`config.mk`:
```
export PLATFORM = sky130hd
export DESIGN_NAME = tc_seq_flat
export DESIGN_NICKNAME = d
export VERILOG_FILES = /design/src/rtl/tc_seq_pkg.sv /design/src/rtl/tc_seq_if.sv /design/src/rtl/tc_seq_tc16c.sv /design/src/rtl/tc_seq.sv /design/src/flat_wrapper.sv
export SDC_FILE = /design/constraint.sdc
export NUM_CORES = 1
export LEC_CHECK = 0
export CORE_MARGIN = 1
export CORE_UTILIZATION = 45
export CTS_CLUSTER_DIAMETER = 200
export DETAILED_ROUTE_END_ITERATION = 10
export DONT_BUFFER_PORTS = 1
export MAX_ROUTING_LAYER = met4
export PLACE_DENSITY_LB_ADDON = 0.15
export SYNTH_ARGS = -nofsm -noshare
export SYNTH_HDL_FRONTEND = slang
export SYNTH_SLANG_ARGS = --single-unit
```
`constraint.sdc`:
```
create_clock -name clk -period 5.8 [get_ports clk]
set_input_delay 0.58 -clock clk [delete_from_list [all_inputs] [get_ports clk]]
set_output_delay 0.58 -clock clk [all_outputs]
set_load 0.02 [all_outputs]
```
`src/rtl/tc_seq_pkg.sv`:
```
// Shared constants and state encoding for the multi-word true/complement sequencer.
// Latency: n/a (declarations only).
// Backpressure: n/a.
package tc_seq_pkg;

   // Datapath word width in bits
   localparam int WW = 16;

   // Default maximum operand length in words
   localparam int NW_DEF = 4;

   // Sequencer states
   typedef enum logic {
      IDLE = 1'b0,
      RUN  = 1'b1
   } state_t;

endpackage

```
`src/rtl/tc_seq_if.sv`:
```
// Command/data bundle between a word source and the tc_seq sequencer.
// Latency: n/a (wiring only).
// Backpressure: none; the source presents one word per dv cycle.
interface tc_seq_if #(
   parameter int LW = 2
);
   logic                       stb;
   logic                       cmp;
   logic [LW-1:0]              len;
   logic                       dv;
   logic [tc_seq_pkg::WW-1:0]  d;
   logic [tc_seq_pkg::WW-1:0]  y;
   logic                       yv;
   logic                       busy;
   logic                       done;
   logic                       ovf;

   modport master (
      output stb, cmp, len, dv, d,
      input  y, yv, busy, done, ovf
   );

   modport slave (
      input  stb, cmp, len, dv, d,
      output y, yv, busy, done, ovf
   );
endinterface

```
`src/rtl/tc_seq_tc16c.sv`:
```
// Combinational true/complement adder: {co,y} = (cmp ? ~d : d) + ci.
// Latency: 0 cycles, no state.
// Backpressure: none.
module tc16c
   import tc_seq_pkg::*;
(
   input  logic [WW-1:0] d,
   input  logic          cmp,
   input  logic          ci,
   output logic [WW-1:0] y,
   output logic          co
);

   logic [WW-1:0] opnd;

   assign opnd    = cmp ? ~d : d;
   assign {co, y} = {1'b0, opnd} + {{WW{1'b0}}, ci};

endmodule

```
`src/rtl/tc_seq.sv`:
```
// Multi-word two's-complement negate / pass-through, LS word first, carry rippled across words.
// Latency: 1 cycle from accepted word to registered y/yv; done rides with the last yv.
// Backpressure: none; dv=0 stalls the sequence with all state held.
module tc_seq
   import tc_seq_pkg::*;
#(
   parameter int NW = NW_DEF,
   parameter int LW = $clog2(NW)
)(
   input  logic     clk,
   input  logic     rst,
   tc_seq_if.slave  bus
);

   state_t        state_q, state_d;
   logic [LW-1:0] cnt_q, cnt_d;
   logic [LW-1:0] len_q, len_d;
   logic          cmp_q, cmp_d;
   logic          carry_q, carry_d;
   logic [WW-1:0] y_q, y_d;
   logic          yv_q, yv_d;
   logic          busy_q, busy_d;
   logic          done_q, done_d;
   logic          ovf_q, ovf_d;

   logic [WW-1:0] sum;
   logic          co;
   logic          last;

   tc16c u_tc16c (
      .d   (bus.d),
      .cmp (cmp_q),
      .ci  (carry_q),
      .y   (sum),
      .co  (co)
   );

   // Final word of the operand; the NW-1 bound keeps the counter from ever wrapping
   assign last = (cnt_q == len_q) || (int'(cnt_q) == NW - 1);

   // Next-state and next-output logic: IDLE waits for stb, RUN consumes one word per dv
   always_comb begin
      state_d = state_q;
      cnt_d   = cnt_q;
      len_d   = len_q;
      cmp_d   = cmp_q;
      carry_d = carry_q;
      y_d     = y_q;
      yv_d    = 1'b0;
      busy_d  = 1'b0;
      done_d  = 1'b0;
      ovf_d   = ovf_q;
      case (state_q)
         IDLE: begin
            // dv is deliberately ignored here, including on the stb edge itself
            if (bus.stb) begin
               state_d = RUN;
               cmp_d   = bus.cmp;
               len_d   = bus.len;
               cnt_d   = '0;
               carry_d = bus.cmp;
               ovf_d   = 1'b0;
               busy_d  = 1'b1;
            end
         end
         RUN: begin
            // busy stays high through the done cycle, falling on the edge after it
            busy_d = 1'b1;
            if (bus.dv) begin
               y_d     = sum;
               carry_d = co;
               yv_d    = 1'b1;
               if (last) begin
                  state_d = IDLE;
                  done_d  = 1'b1;
                  // negating the most-negative value yields itself
                  ovf_d   = cmp_q & bus.d[WW-1] & sum[WW-1];
               end else begin
                  cnt_d = cnt_q + LW'(1);
               end
            end
         end
         default: state_d = IDLE;
      endcase
   end

   // State and output registers, cleared asynchronously by rst
   always_ff @(posedge clk or posedge rst) begin
      if (rst) begin
         state_q <= IDLE;
         cnt_q   <= '0;
         len_q   <= '0;
         cmp_q   <= 1'b0;
         carry_q <= 1'b0;
         y_q     <= '0;
         yv_q    <= 1'b0;
         busy_q  <= 1'b0;
         done_q  <= 1'b0;
         ovf_q   <= 1'b0;
      end else begin
         state_q <= state_d;
         cnt_q   <= cnt_d;
         len_q   <= len_d;
         cmp_q   <= cmp_d;
         carry_q <= carry_d;
         y_q     <= y_d;
         yv_q    <= yv_d;
         busy_q  <= busy_d;
         done_q  <= done_d;
         ovf_q   <= ovf_d;
      end
   end

   assign bus.y    = y_q;
   assign bus.yv   = yv_q;
   assign bus.busy = busy_q;
   assign bus.done = done_q;
   assign bus.ovf  = ovf_q;

endmodule

```
`src/flat_wrapper.sv`:
```
// flat-port wrapper written by rule: the top's interface ports become plain ports
module tc_seq_flat import tc_seq_pkg::*;
#(
   parameter int NW = NW_DEF,
   parameter int LW = $clog2(NW)
)
  (clk, rst, bus_stb, bus_cmp, bus_len, bus_dv, bus_d, bus_y, bus_yv, bus_busy, bus_done, bus_ovf);
  tc_seq_if #(.LW(LW)) bus_i ();
  input  logic clk;
  input  logic rst;
  input wire logic [$bits(bus_i.stb)-1:0] bus_stb;
  input wire logic [$bits(bus_i.cmp)-1:0] bus_cmp;
  input wire logic [$bits(bus_i.len)-1:0] bus_len;
  input wire logic [$bits(bus_i.dv)-1:0] bus_dv;
  input wire logic [$bits(bus_i.d)-1:0] bus_d;
  output wire logic [$bits(bus_i.y)-1:0] bus_y;
  output wire logic [$bits(bus_i.yv)-1:0] bus_yv;
  output wire logic [$bits(bus_i.busy)-1:0] bus_busy;
  output wire logic [$bits(bus_i.done)-1:0] bus_done;
  output wire logic [$bits(bus_i.ovf)-1:0] bus_ovf;
  assign bus_i.stb = bus_stb;
  assign bus_i.cmp = bus_cmp;
  assign bus_i.len = bus_len;
  assign bus_i.dv = bus_dv;
  assign bus_i.d = bus_d;
  assign bus_y = bus_i.y;
  assign bus_yv = bus_i.yv;
  assign bus_busy = bus_i.busy;
  assign bus_done = bus_i.done;
  assign bus_ovf = bus_i.ovf;
  tc_seq #(.NW(NW), .LW(LW)) u_core (.clk(clk), .rst(rst), .bus(bus_i));
endmodule
```
After elaboration in Yosys (flattened, before gate mapping):

Index checks and enable logic that the tools add are counted.

* register bits after elaboration: 27
* input bits: 23

* eq/ne operators: 6
* multiplexer cells: 22
* bitwise logic cells: 4
* reductions and logical operators: 6
* add/sub/neg operators: 2

Operator list (number)
* adder 16 x 1 -> 17 bit: 1
* two-way mux 16 bit: 1
* inverter 16 bit: 1
* two-way mux 1 bit: 13
* != test 2 bit (second input constant): 4
* one-hot mux 1 bit (2 select lines): 4
* two-way mux 2 bit: 3
* AND reduction 2 bit: 3
* AND reduction 3 bit: 2
* one-hot mux 2 bit (2 select lines): 1
* adder 2 x 1 -> 2 bit (second input constant): 1
* AND 1 bit: 2
* == test 2 x 1 -> 1 bit (second input constant): 1
* == test 2 bit: 1
* logical OR 1 bit: 1
* inverter 1 bit: 1

Longest topological paths before layout:

Gate-level depths: netlist of run 1.

* depth in word-level cells: 7
* mapped depth: 10
* gate-level depth less buffers: 8

Modules after synthesis:

From an unflattened synthesis of run 1, not the netlist that was laid out.

* cell total of the unflattened synthesis: 147
* area total of the unflattened synthesis: 1632.8 µm²

Modules (own cells, without submodules)
* tc_seq: cells an instance 80, seq. area each 675.6 µm², instances 1, area an instance 1091.0 µm²
* tc16c: cells an instance 67, seq. area each 0.0 µm², instances 1, area an instance 541.8 µm²

Least setup slack after synthesis of run 1:

Ideal clock, no wire load.

* path kind: register -> register
* start point: reg u_core.cmp_q
* end point: reg u_core.carry_q
* library setup time: 0.077 ns
* stages on the path, launching flop included: 9
* path buffers: 2
* period minus slack after synthesis: 2.384 ns
* arrival: 2.307 ns
* path slack: 3.416 ns
* path through: dfrtp_1 -> buf_2 -> buf_2 -> xor2_1 -> ha_1 -> ha_1 -> o221ai_1 -> or3_1 -> a21oi_1

* longest elaborated chain between the ends: 4

RTL lines
* start, declared: line tc_seq.sv:18 `logic cmp_q, cmp_d;`
* start signal, assigned: line tc_seq.sv:104 `cmp_q <= cmp_d;`
* two-way mux 16 bit: line tc_seq_tc16c.sv:16 `assign opnd = cmp ? ~d : d;`
* adder 16 x 1 -> 17 bit: line tc_seq_tc16c.sv:17 `assign {co, y} = {1'b0, opnd} + {{WW{1'b0}}, ci};`
* two-way mux 1 bit: line tc_seq.sv:69 `if (bus.dv) begin`
* one-hot mux 1 bit (2 select lines): line tc_seq.sv:53 `case (state_q)`
* end signal, assigned: line tc_seq.sv:105 `carry_q <= carry_d;`
* end, declared: line tc_seq.sv:19 `logic carry_q, carry_d;`

Every way passes these cells. The select of a mux whose other input is x is not followed.
A chain may end at the register's enable or synchronous reset.

Worst setup path after layout of run 1:

Ends and elaborated chain as after synthesis.

==> impl_results.md, run 1 <==
* Outcome: finished, final reports clean
* PwrDens at 489 mW/mm2
* Post-synth EDFFs at 0
* Setup Buffers After CTS at 0
* Final hold violations at 0
* Gr ovfl total at 0
* Worst-path cell chain: xor2_1 > ha_1 > ha_1 > o221ai_1 > or3_1 > a21oi_1
* Number of global-route vias before repair at 1307
* Diodes inserted at 0
* Largest net degree at the start of global routing at 34
* Row count at 21
* Worst Hold Class: input pin to register
* TritonCTS clock tree: yes
* Fin Setup TNS at 0 ns
* Starting density of the core at 0.485
* Synth unique cells at between 40 and 50
* Routed WL per cell at 15.0 um
* DIE WIDTH at ~63 um
* Max_slew headroom at 0.310
* Commonest non-fill, non-tap cells in the layout: 34 x nand2_1, 27 x dfrtp_1, 15 x xnor2_1
* Ys flop type: dfrtp_1
* Asr flop ratio synth at 1.00
* ANT nets after route at 0
* Tcrit/Tclk final at 0.469
* Number of nets in the layout at approximately 210
* Syn_nets at 210
* WL final at 3440 um
* Synthesis warning total at 0
* PortBufs at 0
* CP Max Fanout at 26
* CTS Hold Bufs at 0
* RSZ-0062 raised after global routing: false
* Syn avg cell area at 9.13 um2
* Routed via count at 1296
* CTS Root Buffer Type: clkbuf_8
* CP Launch Type: register
* CP max-delay cell: dfrtp_1
* DR DRC count at 0
* Worst-path clk slew at 0.10 ns
* GRT Util Overall at 0.198
* Final count of negative-setup-slack endpoints at 0
* Worst reg2reg setup slack at slightly above 3 ns
* Worst r2r src: u_core.cmp_q
* Post-synthesis sequential area ratio at 0.404
* Most used routing layer: met2
* DR iter-0 viols at 48
* Max IR drop VDD at 0.164 mV
* Global routing usage on met3 at 0.0474
* Mapped Cells at approximately 180
* Die area at between 0.003 and 0.004 mm2
* Chip height at ~63 um
* Antenna violations before repair at 0
* Fillers at 335
* Clk_skew at 0.00521 ns
* Leakage dissipation at 0.718 nW
* Setup Crit Path Kind: register to register
* DR vias/cell at 5.66
* CP Capture Point: u_core.carry_q
* Max Clock Freq at 367 MHz
* Synth Cell Area at 0.00167 mm2
* First-pass GRT wire length at between 6000 and 7000 um
* Multi-input gate area at 951 um2
* Post-layout min period at 2.72 ns
* Drt first pass iters at 4
* Worst Path Buf+Inv at 0
* Worst path depth at 6
* RR Endpoint: u_core.carry_q
* CTS Buf Count at 3
* Worst skew pair latency at 0.27 ns
* Reg2Reg Depth at 6
* Commonest non-fill, non-tap cell in the layout: nand2_1
* Area delta synth->final at 5.39%
* PostCTS Resize Cnt at 0
* Yosys reg bits at 27
* GR Layer Usage met2 at 0.327
* Max Cap Violations at 0
* Post-DP HPWL at 2580 um
* Sequential cell area at 676 um2
* Worst EP required at about 6 ns
* Crit path DAT at 2.93 ns
* Hold WS at ~0.4 ns
* Layout cells sized above 1 at 0.0820
* I/O Pins at 43
* CP Capture Type: register
* Slew @ Worst Pin at 1.03 ns
* Slew Limit Fails at 0
* Met1 Use GR at 0.243
* CP peak stage delay at about 0.93 ns
* H-tree depth at 1
* Delay-heaviest family, CP: flip-flops
* Most used cell along the critical path: ha_1
* Critical path startpoint: u_core.cmp_q
* Final Wtd Congestion at around 0.82
* Clock sinks at 27
* Area of the core at 0.00344 mm2
* CTS Buffer Depth at 2
## registers in the layout, summed over array words and instances, names as in the netlist
signal,flops
u_core.cmp_q,1
u_core.bus.busy,1
u_core.len_q,2
u_core.bus.y,16
u_core.cnt_q,2
u_core.state_q,1
u_core.carry_q,1
u_core.bus.ovf,1
u_core.bus.yv,1
u_core.bus.done,1
## worst min-delay path by stage
stage,from,to,slack [ns],depth (start not counted)
after floorplan,u_core.len_q[0],u_core.len_q[0],0.47,2
after global placement,u_core.len_q[0],u_core.len_q[0],0.49,2
after detailed placement,u_core.len_q[1],u_core.len_q[1],0.50,2
after CTS,bus_stb,u_core.bus.busy,0.40,2
after global routing,bus_stb,u_core.bus.busy,0.40,2
final,bus_stb,u_core.bus.busy,0.40,2
## report_power, final
part	leakage [nW]	total, mW	switching, mW	internal [mW]
combinational	0.363	0.317	0.169	0.148
sequential	0.329	0.436	0.163	0.274
clock	0.0255	0.108	0.0602	0.0482
## cell families (layout without fill, tap and decap cells)
| group | after synthesis | count (layout) | share of synthesized area |
|---|---|---|---|
| compound gates | 41 | 41 | 0.163 |
| flops | 27 | 27 | 0.404 |
| buf+inv | 11 | 11 | 0.0262 |
| fa+ha+maj | 4 | 4 | 0.0300 |
| xor+xnor | 19 | 19 | 0.0996 |
| simple gates | 78 | 78 | 0.255 |
| mux | 3 | 3 | 0.0210 |
## Yosys cell counts (all sizes together), types with 2 or more instances
master,number,share of area
o21ai,14,0.042
nor3,2,0.0060
a21boi,2,0.0090
or4,2,0.011
o22ai,2,0.016
o31ai,2,0.0090
and4b,2,0.012
a31oi,2,0.0075
o2111ai,2,0.010
clkbuf,3,0.0067
ha,4,0.030
nor4b,2,0.019
and3b,3,0.016
or3,3,0.011
buf,2,0.0060
or2,2,0.0075
dfrtp,27,0.40
xor2,4,0.021
mux2i,2,0.012
a21oi,7,0.021
nor2,10,0.022
nand3,4,0.019
nand4,2,0.0075
nand2,35,0.080
nand2b,7,0.026
inv,5,0.011
o211ai,3,0.013
xnor2,15,0.079
## through the flow
step           utilization  area (um2)  std cells  total power [mW]  setup WS (ns)
3_3_place_gp         0.498        1710        225             0.748           3.20
3_5_place_dp         0.498        1710        225             0.762           3.09
4_1_cts              0.511        1760        229             0.873           3.05
2_1_floorplan            -        1670        183             0.691           3.42
6_report             0.511        1760        229             0.862           3.08
5_1_grt              0.511        1760        229             0.937           2.86
## final cells by class
| class | instances | area share |
|---|---|---|
| clock buffers | 3 | 0.0235 |
| inverters | 6 | 0.0128 |
| clock inverters | 1 | 0.00284 |
| well taps | 46 | 0.0327 |
| multi-input cells | 145 | 0.540 |
| repair buffers | 1 | 0.00426 |
| flip-flops and latches | 27 | 0.384 |
## per-layer routing
metal | wire length (um) | vias to the layer above
met2 | 1680 | 33
met1 | 1550 | 607
met4 | 35 | 0
met5 | 0 | -
met3 | 177 | 5
li1 | - | 651
Power figures use the tool's default switching activity.
==> run 2: changes to the inputs <==
Clock period 5.8 ns to 2.4 ns, I/O delays scaled along.
==> run 2 against run 1 <==
Utilization rose by 1.5 points. Non-clock buffer count up 6. Routed wire length increased by 7.9%. Critical path depth up 1. Final area up 2.9%. First-iteration DRC count decreased by 23%. Combinational power grew to 2.8 times the previous value. Global-route usage grew 1.7 points.
==> impl_results.md, run 2 (same netlist as run 1, synthesis figures left out) <==
* Post-layout min period at 1.95 ns (-0.774 ns)
* PostCTS Resize Cnt at 0 (unchanged)
* CP Max Fanout at 10 (-62%)
* Max FFs per register at 16 (unchanged)
* Worst EP required at 2.57 ns (-3.44 ns)
* CP Launch Type: register
* Area of the core at 0.00344 mm2 (unchanged)
* RR Endpoint: u_core.bus.y[12]
* Die area at 0.00396 mm2 (unchanged)
* Chip height at 62.9 um (unchanged)
* I/O Pins at 43 (unchanged)
* Max IR drop VDD at 0.412 mV (+150%)
* Clock sinks at 27 (unchanged)
* Fin cells at 235 (+2.6%)
* Leakage dissipation at 0.747 nW (+4.1%)
* Row count at 21 (unchanged)
* CP Capture Type: register
* TritonCTS clock tree: yes
* PwrDens at 1200 mW/mm2 (+140%)
* Comb pwr share at 0.405 (+0.037)
* Clk_skew at 0.00400 ns (-0.00121 ns)
* H-tree depth at 1 (unchanged)
* Slew @ Worst Pin at 0.408 ns (-0.626 ns)
* Sw frac at 0.458 (+0.00293)
* Worst reg2reg setup slack at 0.45 ns (-2.63 ns)
* Placed insts at 230 (+2.2%)
* Fin Setup TNS at 0 ns (unchanged)
* Pre-CTS WS at 0.448 ns (-2.64 ns)
* Reg2Reg Depth at 7 (+1)
* Reg power frac at 0.465 (-0.041)
* Largest net degree at the start of global routing at 19 (-44%)
* Fin worst setup slack at 0.452 ns (-2.63 ns)
* Commonest non-fill, non-tap cell in the layout: nand2_1
* Max Clock Freq at 513 MHz (+40%)
* Hold depth at 2 (unchanged)
* Clk pwr share at 0.130 (+0.004)
* Crit path DAT at 2.11 ns (-0.82 ns)
* Number of global-route vias before repair at 1381 (+5.7%)
* Outcome: finished, final reports clean
* Sequential cell area at 676 um2 (unchanged)
* WL final at 3710 um (+7.9%)
* PortBufs at 0 (unchanged)
* Worst Min Path Start: bus_len[1]
* RSZ-0062 raised after global routing: false
* Fillers at 320 (-4.5%)
* Final hold violations at 0 (unchanged)
* Diodes inserted at 0 (unchanged)
* Setup Crit Path Kind: register to register
* Drt first pass iters at 4 (unchanged)
* Final count of negative-setup-slack endpoints at 0 (unchanged)
* Max_slew headroom at 0.728 (+0.418)
* DR DRC count at 0 (unchanged)
* Final Wtd Congestion at 0.800 (-2.2%)
* Worst skew pair latency at 0.28 ns (about the same)
* Number of nets in the layout at 217 (+2.8%)
* Post-DP HPWL at 2870 um (+11%)
* Gr ovfl total at 0 (unchanged)
* Terminating pin of the worst hold path: u_core.len_q[1]
* CTS Root Buffer Type: clkbuf_8
* Tcrit/Tclk final at 0.812 (+0.342)
* DR iter-0 viols at 37 (-23%)
* ANT nets after route at 0 (unchanged)
* First-pass GRT wire length at 6510 um (+6.4%)
* Max Cap Violations at 0 (unchanged)
* Area delta synth->final at 8.46%
* Routed WL per cell at 15.8 um (+5.1%)
* GRT Util Overall at 0.215 (+0.0171)
* DIE WIDTH at 62.9 um (unchanged)
* CTS Buf Count at 3 (unchanged)
* CTS Buffer Depth at 2 (unchanged)
* Layout cells sized above 1 at 0.106 (+0.0239)
* Worst Hold Class: input pin to register
* Antenna violations before repair at 0 (unchanged)
* Placed cell areas at 0.00175 mm2 (+2.2%)
* Commonest non-fill, non-tap cells in the layout: 34 x nand2_1, 27 x dfrtp_1, 15 x xnor2_1
* Post-route cell area at 0.00181 mm2 (+2.9%)
* Hold WS at 0.0577 ns (-0.345 ns)
* Worst r2r src: u_core.cmp_q
* Starting density of the core at 0.485 (unchanged)
* Multi-input gate area at 951 um2 (unchanged)
* Pint at 1.17 mW (+150%)
* Slew Limit Fails at 0 (unchanged)
* Worst-path clk slew at 0.10 ns (about the same)
* DR vias/cell at 5.66 (about the same)
* Routed via count at 1330 (+2.6%)
* P_sw at 0.993 mW (+150%)
## run 2: cell types whose count changed in the layout (fill, tap and decap cells not counted)
cell	change
buf_4	+5
inv_6	+1
clkinv_2	-1
dlygate4sd3_1	+1
## run 2: metal layers
layer / track usage / share of wire / vias to the layer above
met5: - / 0 / -
met4: 0.0785 / 0.020 / 0
met3: 0.0493 / 0.048 / 6
met2: 0.349 / 0.50 / 30
met1: 0.258 / 0.43 / 639
li1: - / - / 655
## run 2: worst max path at each step
stage / start / to / slack, ns / cells after the start
after floorplan: u_core.cmp_q / u_core.carry_q / 0.02 / 8
after global placement: u_core.cmp_q / u_core.bus.y[11] / 0.57 / 6
after detailed placement: u_core.cmp_q / u_core.bus.y[12] / 0.45 / 7
after CTS: u_core.cmp_q / u_core.bus.y[12] / 0.44 / 7
after global routing: u_core.cmp_q / u_core.bus.y[12] / 0.26 / 7
final: u_core.cmp_q / u_core.bus.y[12] / 0.45 / 7
## run 2: worst max-delay path, stage by stage, from the launching register on
cell and delay (ns):
dfrtp_1 0.42, buf_4 0.18, xor2_1 0.19, ha_1 0.28, o221ai_1 0.25, nor3_1 0.28, xnor2_1 0.15, o21ai_0 0.09
## run 2: layout make-up
type	instances	share of cell area
Timing Repair Buffer	7	0.0304
Clock inverter	1	0.00483
Multi-Input combinational cell	145	0.525
Inverter	6	0.0124
Sequential cell	27	0.373
Clock buffer	3	0.0228
Tap cell	46	0.0318
## run 2: metrics by stage
| step | total power, mW | util |
|---|---|---|
| 2_1_floorplan | 1.67 | - |
| 3_3_place_gp | 1.85 | 0.509 |
| 3_5_place_dp | 1.91 | 0.509 |
| 4_1_cts | 2.19 | 0.526 |
| 5_1_grt | 2.34 | 0.526 |
| 6_report | 2.17 | 0.526 |
## run 2: power groups by stage
stage | registers, mW | clock network, mW | logic, mW
CTS | 1.01 | 0.287 | 0.888
global route | 1.04 | 0.300 | 1.00
finish | 1.01 | 0.281 | 0.878
global placement | 1.01 | 0 | 0.840
floorplan | 0.978 | 0 | 0.693
detailed placement | 1.02 | 0 | 0.883
## run 2: what timing repair did
action,in CTS,in global routing
endpoints found under the hold margin,9,0
hold buffers,1,0
buffers inserted,0,0
==> run 3: changes to the inputs <==
Clock period 2.4 ns to 2.02 ns, I/O delays scaled along.
==> run 3 against run 2 <==
Final area increased by 3.0%. Clock power increased by 16%. Utilization increased by 1.6 points. Routed wire length decreased by 3.2%. Sequential cell count unchanged. Clock-buffer cell count unchanged. Sequential power increased by 20%. Sequential share of layout area decreased by 1.0 points. First-iteration DRC count increased by 35%. Non-clock buffer count increased by 3. Power increased by 21%. Worst setup slack got worse by 0.31 ns. Critical path type unchanged.
==> impl_results.md, run 3 (same netlist as run 1, synthesis figures left out) <==
* Fin cells at 238 (+1.3%)
* Die area at 0.00396 mm2 (unchanged)
* Reg2Reg Depth at 7 (unchanged)
* P_sw at 1.18 mW (+18%)
* Gr ovfl total at 0 (unchanged)
* CP Capture Type: register
* Worst path depth at 7 (unchanged)
* CP peak stage delay at 0.49 ns (+0.07 ns)
* Worst skew pair latency at 0.27 ns (about the same)
* Max IR drop VDD at 0.487 mV (+18%)
* PwrDens at 1400 mW/mm2 (+17%)
* WL final at 3600 um (-3.2%)
* CTS Buffer Depth at 2 (unchanged)
* Placed cell areas at 0.00178 mm2 (+1.9%)
* Max_slew headroom at 0.567 (-0.161)
* CP max-delay cell: dfrtp_2
* Outcome: finished, final reports clean
* TritonCTS clock tree: yes
* I/O Pins at 43 (unchanged)
* Slew @ Worst Pin at 0.649 ns (+0.241 ns)
* Worst Hold Class: input pin to register
* Max Cap Violations at 0 (unchanged)
* Sequential cell area at 677 um2 (+0.19%)
* Fillers at 335 (+4.7%)
* Setup Crit Path Kind: register to register
* DR iter-0 viols at 50 (+35%)
* Final Power at 2.62 mW (+21%)
* Max Clock Freq at 534 MHz (+4.0%)
* Sw frac at 0.450 (-0.00838)
* Fin Setup TNS at 0 ns (unchanged)
* Multi-input gate area at 982 um2 (+3.3%)
* Drt first pass iters at 4 (unchanged)
* Area delta synth->final at 11.8%
* Final Wtd Congestion at 0.843 (+5.3%)
* Post-DP HPWL at 2830 um (-1.5%)
* Comb pwr share at 0.412 (+0.007)
* PortBufs at 0 (unchanged)
* DR vias/cell at 5.60 (-1.0%)
* Layout cells sized above 1 at 0.151 (+0.0452)
* Area of the core at 0.00344 mm2 (unchanged)
* Clk pwr share at 0.125 (-0.005)
* Final count of negative-setup-slack endpoints at 0 (unchanged)
* ANT nets after route at 0 (unchanged)
* Worst-path clk slew at 0.10 ns (about the same)
* Post-layout min period at 1.87 ns (-0.0742 ns)
* CTS Buf Count at 3 (unchanged)
* Diodes inserted at 0 (unchanged)
* Row count at 21 (unchanged)
* CP Launch Type: register
* Final hold violations at 0 (unchanged)
* Starting density of the core at 0.485 (unchanged)
* H-tree depth at 1 (unchanged)
* Clock sinks at 27 (unchanged)
* Number of global-route vias before repair at 1370 (-0.80%)
* Tcrit/Tclk final at 0.928 (+0.116)
* Clk_skew at 0.00353 ns (-0.000467 ns)
* Reg power frac at 0.463 (-0.002)
* Routed via count at 1333 (+0.23%)
* Pint at 1.44 mW (+23%)
* Slew Limit Fails at 0 (unchanged)
* Crit path DAT at 2.04 ns (-0.07 ns)
* DR DRC count at 0 (unchanged)
* Routed WL per cell at 15.1 um (-4.4%)
* DIE WIDTH at 62.9 um (unchanged)
* Delay-heaviest family, CP: compound AO/OA/AOI/OAI gates
* Worst Path Buf+Inv at 0 (-1)
* Worst EP required at 2.19 ns (-0.38 ns)
* Leakage dissipation at 0.761 nW (+1.9%)
* Placed insts at 231 (+0.43%)
* Commonest non-fill, non-tap cell in the layout: nand2_1
* CTS Root Buffer Type: clkbuf_8
* Antenna violations before repair at 0 (unchanged)
* Largest net degree at the start of global routing at 18 (-1)
* Chip height at 62.9 um (unchanged)
* Number of nets in the layout at 220 (+1.4%)
* Post-route cell area at 0.00187 mm2 (+3.0%)
* First-pass GRT wire length at 6240 um (-4.0%)
* Worst-path cell chain: xor2_1 > ha_2 > ha_4 > o21a_1 > nand3_1 > a21boi_2 > a211o_1
* CP Max Fanout at 11 (+1)
* Hold depth at 2 (unchanged)
* Commonest non-fill, non-tap cells in the layout: 34 x nand2_1, 26 x dfrtp_1, 15 x xnor2_1
* Max FFs per register at 16 (unchanged)
* GRT Util Overall at 0.205 (-0.0100)
-- run 3: repair_timing --
action                     4_1_cts  5_1_grt
hold endpoints to repair        16        0
hold buffers                     1        0
gates resized for setup          0        2
setup endpoints to repair        0       10
buffers inserted                 0        2
-- run 3: area by class of cell --
type,instances,share of cell area
repair buffers,10,0.0416
multi-input cells,145,0.526
well taps,46,0.0308
inverters,6,0.0121
clock inverters,1,0.00469
clock buffers,3,0.0221
flip-flops and latches,27,0.363
-- run 3: routing by layer --
metal,track usage,up-vias,share of wire
met2,0.341,29,0.51
met3,0.0420,4,0.050
met1,0.251,639,0.43
met5,-,-,0
li1,-,661,-
met4,0.0523,0,0.0089
-- run 3: worst reg2reg max path: stages (launching register included) --
cell	delay [ns]
dfrtp_2	0.49
xor2_1	0.18
ha_2	0.26
ha_4	0.18
o21a_1	0.17
nand3_1	0.10
a21boi_2	0.16
a211o_1	0.22
-- run 3: power by group through the flow --
stage,clock network (mW),logic (mW),registers (mW)
final,0.327,1.08,1.21
after global placement,0,1.01,1.22
after global routing,0.363,1.22,1.24
after CTS,0.341,1.06,1.22
after detailed placement,0,1.05,1.23
after floorplan,0,0.881,1.16
-- run 3: path summary, 6_finish.rpt --
path / start / endpoint / slack, ns
setup / recovery: u_core.cmp_q / u_core.bus.y[14] / 0.15
hold / removal: bus_stb / u_core.bus.busy / 0.02
setup reg to reg: u_core.cmp_q / u_core.bus.y[14] / 0.15
hold reg to reg: u_core.len_q[1] / u_core.len_q[1] / 0.52
max in group asynchronous: rst / u_core.cnt_q[0] / 0.97
min in group asynchronous: rst / u_core.bus.y[1] / 0.45
-- run 3: per-stage QoR --
| stage | hold WS [ns] | setup slack (ns) | util |
|---|---|---|---|
| 5_1_grt | 0.0216 | -0.0295 | 0.542 |
| 2_1_floorplan | 0.255 | -0.0120 | - |
| 4_1_cts | 0.0127 | 0.0173 | 0.536 |
| 3_3_place_gp | 0.206 | 0.116 | 0.518 |
| 3_5_place_dp | 0.216 | 0.0490 | 0.518 |
| 6_report | 0.0188 | 0.146 | 0.542 |
